===== config.mk =====
export PLATFORM = sky130hd
export DESIGN_NAME = seq_detect_moore_param
export DESIGN_NICKNAME = d
export VERILOG_FILES = /design/src/rtl/seq_detect_moore_param.sv
export SDC_FILE = /design/constraint.sdc
export NUM_CORES = 1
export LEC_CHECK = 0
export CORE_MARGIN = 2
export CORE_UTILIZATION = 62
export DETAILED_ROUTE_END_ITERATION = 10
export DONT_BUFFER_PORTS = 1
export GPL_TIMING_DRIVEN = 0
export HOLD_SLACK_MARGIN = 0.05
export MAX_ROUTING_LAYER = met4
export PLACE_DENSITY = 0.76
export SYNTH_ARGS = -nofsm -noshare
export SYNTH_HDL_FRONTEND = slang
export SYNTH_SLANG_ARGS = --single-unit
export TNS_END_PERCENT = 100

===== constraint.sdc =====
create_clock -name clk -period 6.1 [get_ports clk]
set_clock_uncertainty 0.2 [all_clocks]
set_input_delay 1.525 -clock clk [delete_from_list [all_inputs] [get_ports clk]]
set_output_delay 1.525 -clock clk [all_outputs]
set_load 0.01 [all_outputs]

===== src/rtl/seq_detect_moore_param.sv =====
// rtl/seq_detect_moore_param.sv - parametrised Moore serial-pattern detector with valid qualifier and saturating match counter
module seq_detect_moore_param #(
  parameter int                     PATTERN_LEN = 4,
  parameter logic [PATTERN_LEN-1:0] PATTERN     = 4'b1011,
  parameter int                     CNT_W       = 8
) (
  input  logic             clk,
  input  logic             reset,
  input  logic             din,
  input  logic             din_valid,
  input  logic             overlap_en,
  input  logic             count_clr,
  output logic             y,
  output logic [CNT_W-1:0] match_count
);

  generate
    if (PATTERN_LEN < 2 || PATTERN_LEN > 16) begin : g_bad_len
      $error("seq_detect_moore_param: PATTERN_LEN must be in 2..16");
    end
  endgenerate

  typedef enum logic [4:0] {
    S0, S1, S2, S3, S4, S5, S6, S7, S8,
    S9, S10, S11, S12, S13, S14, S15, S16
  } state_t;

  localparam logic [15:0] PAT16 = 16'(PATTERN);
  localparam state_t      SD    = state_t'(PATTERN_LEN);

  // Bit i of the pattern in arrival order (i = 0 is received first).
  function automatic logic pat_bit(input int i);
    int idx;
    idx = PATTERN_LEN - 1 - i;
    return PAT16[idx[3:0]];
  endfunction

  // Longest pattern prefix that is a suffix of (first k pattern bits, then b).
  function automatic logic [4:0] kmp_next(input int k, input logic b);
    logic ok;
    logic sb;
    int   s;
    kmp_next = '0;
    for (int j = 1; j <= 16; j++) begin
      if (j <= k + 1 && j <= PATTERN_LEN) begin
        ok = 1'b1;
        for (int i = 0; i < 16; i++) begin
          if (i < j) begin
            s  = k + 1 - j + i;
            sb = (s < k) ? pat_bit(s) : b;
            if (sb != pat_bit(i)) ok = 1'b0;
          end
        end
        if (ok) kmp_next = 5'(j);
      end
    end
  endfunction

  // Longest proper prefix of the pattern that is also its suffix.
  function automatic int border_len();
    logic ok;
    border_len = 0;
    for (int j = 1; j < 16; j++) begin
      if (j < PATTERN_LEN) begin
        ok = 1'b1;
        for (int i = 0; i < 16; i++) begin
          if (i < j && pat_bit(i) != pat_bit(PATTERN_LEN - j + i)) ok = 1'b0;
        end
        if (ok) border_len = j;
      end
    end
  endfunction

  localparam int BORDER = border_len();

  // Entry (2*k + b): next state from Sk on bit b; the SD row holds the overlapping fallback.
  function automatic logic [169:0] build_tbl();
    int kk;
    build_tbl = '0;
    for (int k = 0; k <= 16; k++) begin
      if (k <= PATTERN_LEN) begin
        kk = (k == PATTERN_LEN) ? BORDER : k;
        build_tbl[(2*k)*5 +: 5]   = kmp_next(kk, 1'b0);
        build_tbl[(2*k+1)*5 +: 5] = kmp_next(kk, 1'b1);
      end
    end
  endfunction

  localparam logic [169:0] NXT_TBL = build_tbl();

  state_t             state_q, state_d;
  logic               y_q, y_d;
  logic [CNT_W-1:0]   match_count_q, match_count_d;
  logic [4:0]         row;
  logic [7:0]         sel;

  always_comb begin
    state_d       = state_q;
    row           = state_q;
    sel           = '0;
    if (din_valid) begin
      // Non-overlapping exit from SD restarts the search from S0.
      if (state_q == SD && !overlap_en) row = 5'd0;
      sel     = 8'({row, din}) * 8'd5;
      state_d = state_t'(NXT_TBL[sel +: 5]);
    end
    y_d           = (state_d == SD);
    match_count_d = match_count_q;
    if (count_clr) begin
      match_count_d = '0;
    end else if (din_valid && state_d == SD && match_count_q != '1) begin
      match_count_d = match_count_q + 1'b1;
    end
  end

  always_ff @(posedge clk or posedge reset) begin
    if (reset) begin
      state_q       <= S0;
      y_q           <= 1'b0;
      match_count_q <= '0;
    end else begin
      state_q       <= state_d;
      y_q           <= y_d;
      match_count_q <= match_count_d;
    end
  end

  assign y           = y_q;
  assign match_count = match_count_q;

endmodule


# After elaboration in Yosys (flattened, before gate mapping)
# Cells that the tools add are included.
[op_classes]
n_reduce_logical = 5
addsub = 1
n_lt_le_gt_ge = 0
shift = 1
div = 0
n_mux = 5
n_eq_ne = 3
bitwise_logic = 0
multipliers = 1
[op_table]
columns = ["cell", "count"]
rows = [
  ["$shiftx A170 B9 Y5 const A", 1],
  ["$mux W8", 2],
  ["$mux W5", 3],
  ["$eq A5 B3 Y1 const B", 2],
  ["$add A8 B1 Y8 const B", 1],
  ["$mul A6 B3 Y8 const B", 1],
  ["$ne A8 B8 Y1 const B", 1],
  ["$logic_and A1 B1 Y1", 3],
  ["$reduce_bool A2 Y1", 1],
  ["$logic_not A1 Y1", 1],
]
[word_totals]
output_inout_bits = 9
input_bits = 6
regBits = 14
latch_bits = 0
mem_count = 0
elab_cells = 19
ramBits = 0
rom_bits = 0

# Longest topological paths before layout
[depth]
ltp_word = 12
depth_mapped = 15
depth_no_buf = 13

# Worst setup path before layout
# No wires, ideal clock.
[synth_timing]
kind = "input-to-reg"
startpoint = "in overlap_en"
endpoint = "reg match_count_q[6], in the netlist match_count[6]"
t_required_ns = 5.822
arrival_ns = 5.072
setup_time_ns = 0.078
cell_stages = 13
n_path_buf = 2
setup_slack_ns = 0.751
path_cell_list = "o21a_1 ha_1 ha_1 fa_1 buf_2 inv_1 and3_1 o31a_1 or4_4 or4b_4 buf_6 or3_1 a21oi_1"
[synth_between]
elab_chain_cells = 11
[synth_rtl]
columns = ["item", "line", "text"]
rows = [
  ["start, declared", "11", "input logic overlap_en,"],
  ["$logic_not A1 Y1", "103", "if (state_q == SD && !overlap_en) row = 5'd0;"],
  ["$logic_and A1 B1 Y1", "103", ""],
  ["$mux W5", "103", ""],
  ["$mux W5", "101", "if (din_valid) begin"],
  ["$mul A6 B3 Y8", "104", "sel = 8'({row, din}) * 8'd5;"],
  ["$shiftx A170 B9 Y5", "105", "state_d = state_t'(NXT_TBL[sel +: 5]);"],
  ["$mux W5", "101", ""],
  ["$eq A5 B3 Y1", "111", "end else if (din_valid && state_d == SD && match_count_q != '1) begin"],
  ["$logic_and A1 B1 Y1 (2 in a row)", "111", ""],
  ["$reduce_bool A2 Y1 (no line)", "--", ""],
  ["end signal, assigned", "124", "match_count_q <= match_count_d;"],
  ["end, declared", "93", "logic [CNT_W-1:0] match_count_q, match_count_d;"],
]
# Every way passes these cells. The select of a mux whose other input is x is not followed.
# A chain may end at the register's enable or synchronous reset.

# Worst setup path in the final report
[layout_timing]
startpoint = "in overlap_en"
endpoint = "reg match_count_q[2], in the netlist match_count[2]"
# The elaborated chain is that of the path after synthesis.

==> flow_metrics.tcl <==
set metrics [dict create \
    p_switching_uw 200 \
    ys.flop_type "dfrtp_1" \
    yosys.cell_count.top_type "dfrtp_1" \
    postCtsSetupBuffers 0 \
    finalWirelength_um 2640 \
    ff2ff_setup_slack_ns 1.22 \
    num-fill-cells 166 \
    die_height_um 49.2 \
    irDropWorstVdd_mv 0.180 \
    ys_seq_elements 14 \
    min_from "state_q[2]" \
    cts_resized 0 \
    p_clk_share_pct 14.4 \
    portBuffers 0 \
    crit_type "primary input to flop" \
    synth_commonest_cells "dfrtp_1 (14), inv_1 (13), nor2_1 (13)" \
    avgSynthCellArea_um2 8.68 \
    cp-end-kind "flop" \
    drv_slew 0 \
    r2r_end "match_count[2]" \
    grt_overflow 0 \
    cellPowerDensity_mw_per_mm2 338 \
    core-area_mm2 0.00194 \
    dieArea_mm2 0.00242 \
    synth-seq-area-share_pct 27.6 \
    grt_pass1_vias 1052 \
    start_util_pct 65.3 \
    synthArstFlopShare_pct 100 \
    critPathMaxStageDelay_ns 0.55 \
    internal_power_uw 253 \
    stdcell_count 177 \
    cp.buffers_inverters 3 \
    area_delta_synth_final_pct 5.53 \
    nets 169 \
    grt_max_degree 15 \
    vias 1128 \
    drcViolationCount 0 \
    rr_startpoint "state_q[0]" \
    period_minus_slack_ns 5.34 \
    rsz0062_at_grt "no" \
    drt_iter0_drc 36 \
    path_cells "o21a_1 -> ha_1 -> ha_1 -> fa_1 -> buf_2 -> inv_1 -> and3_1 -> o31a_1 -> or4_4 -> or4b_4 -> buf_6 -> nor2_1 -> mux2_2" \
    worstPathRequired_ns 6.06 \
    critPathLaunchType "primary input" \
    arrival_ns 5.30 \
    clk_pin_slew_ns 0.08 \
    final-setup-viol-count 0 \
    slew_headroom_pct 60.6 \
    routed_via_density 6.37 \
    pwr-share-seq_pct 26.4 \
    ant_nets 0 \
    dp.cells 173 \
    cts_tree "done" \
    synth_fp_nets 164 \
    tns_ns 0 \
    utilization_pct 68.9 \
    post_drt_wl_per_cell_um 14.9 \
    drv_cap 0 \
    crit_family "simple AND/OR/NAND/NOR gates" \
    r2r_cells 15 \
    synth_area_leaders "dfrtp_1 (28%), ha_1 (11%), a21oi_1 (4.3%), inv_1 (3.8%), nor2_1 (3.8%)" \
    ys_warn_count 0 \
    htreeDepth 1 \
    dp_hpwl_um 2060 \
    synth_cell_types 47 \
    insertion_delay_ns 0.28 \
    cts_buffers 3 \
    track_usage_pct 25.7 \
    hold_depth 2 \
    dr.pass1.iters 4 \
    die_w_um 49.2 \
    syn_area_mm2 0.00127 \
    syn_inst 146 \
    place_congestion 0.961 \
    antenna_cells 0 \
    crit_slowest_cell "or4b_4" \
    synth_top_area_share_pct 27.6 \
    combPwrFrac_pct 59.2 \
    hold_buffers 0 \
    p_leak_nw 0.575 \
    hold_path_end "state_q[2]" \
    status "finished, final reports clean" \
    hold_violations 0 \
    grt_pass1_wl_um 4780 \
    cts_root_buffer "clkbuf_4" \
    clock_path_buffers 2 \
    antenna_found_initial 0 \
    num_rows 16 \
    tightest_slew_ns 0.588 \
    cp_common_cell "ha_1" \
    drive_gt1_share_pct 9.33 \
    io_pins 15 \
    synth-edff-count 0 \
    fmax_mhz 187 \
    critPathMaxFanout 10 \
    period_share_pct 87.6 \
    synth_largest_area_cell "dfrtp_1" \
    holdCritPathClass "flop to flop" \
    switching_share_pct 44.2 \
    cts.sinks 14 \
]
worst max-delay path by stage:
stage | startpoint | end | slack (ns) | cells past startpoint
3_5_place_dp | overlap_en | match_count[2] | 0.49 | 13
4_1_cts | overlap_en | match_count[2] | 0.77 | 13
3_3_place_gp | overlap_en | match_count[2] | 0.49 | 13
6_report | overlap_en | match_count[2] | 0.76 | 13
5_1_grt | overlap_en | match_count[6] | 0.56 | 13
2_1_floorplan | overlap_en | match_count[6] | 0.75 | 13
placed cells by master, fill, tap and decap left out, drive strengths merged, types with 2 or more instances in the layout:
cell type  count
dfrtp         14
nor2          13
inv           13
a21oi         11
ha            11
o21ai          7
clkbuf         7
nand3          5
nand2          5
o22ai          5
nand2b         4
o31ai          4
or4            4
buf            4
xor2           4
mux2i          3
or3            3
nand4          3
o211ai         2
nor2b          2
a21o           2
nand4b         2
xnor2          2
tightest hold or removal path, stage by stage (launching register included):
cell and delay (ns):
dfrtp_1 0.39, nand2b_1 0.09, o31ai_1 0.07
layout make-up:
class	count	area [µm²]	area share, %
Buffer	7	42.5	3.18
Clock buffer	4	36.3	2.71
Inverter	13	48.8	3.65
Multi-Input combinational cell	112	826	61.7
Sequential cell	14	350	26.2
Tap cell	27	33.8	2.53
flip-flops by register name (all words and copies together) (netlist names):
signal       count
match_count      8
state_q          5
y                1
cells by family (layout without fill, tap and decap cells):
kind of cell / count (synthesis) / after routing / synth area share, %
AOI/OAI and AO/OA: 43 / 43 / 22.7
DFF: 14 / 14 / 27.6
and+or+nand+nor: 46 / 46 / 20.6
xor gates and xnor gates: 6 / 6 / 5.33
buffers and inverters: 20 / 24 / 7.21
muxes: 4 / 4 / 3.26
adders and majority gates: 13 / 13 / 13.2
stage by stage:
| stage | hold slack [ns] | worst slack (ns) | total power, mW | area (µm²) |
|---|---|---|---|---|
| 3_5_place_dp | 0.376 | 0.494 | 0.383 | 1300 |
| 4_1_cts | 0.397 | 0.770 | 0.450 | 1340 |
| 6_report | 0.386 | 0.757 | 0.453 | 1340 |
| 5_1_grt | 0.452 | 0.556 | 0.489 | 1340 |
| 2_1_floorplan | 0.301 | 0.751 | 0.334 | 1270 |
| 3_3_place_gp | 0.348 | 0.490 | 0.380 | 1300 |
per-layer routing:
| layer | part of all wire, % | track usage [%] |
|---|---|---|
| met4 | 0 | 4.29 |
| met2 | 47 | 41.2 |
| met1 | 47 | 34.2 |
| met5 | 0 | - |
| met3 | 5.9 | 5.21 |
power groups by stage:
stage | clock network (mW) | logic [mW] | registers (mW)
floorplan | 0 | 0.215 | 0.118
global route | 0.0695 | 0.298 | 0.122
finish | 0.0650 | 0.268 | 0.120
CTS | 0.0668 | 0.264 | 0.120
detailed placement | 0 | 0.261 | 0.121
global placement | 0 | 0.258 | 0.121
Power figures use the tool's default switching activity.
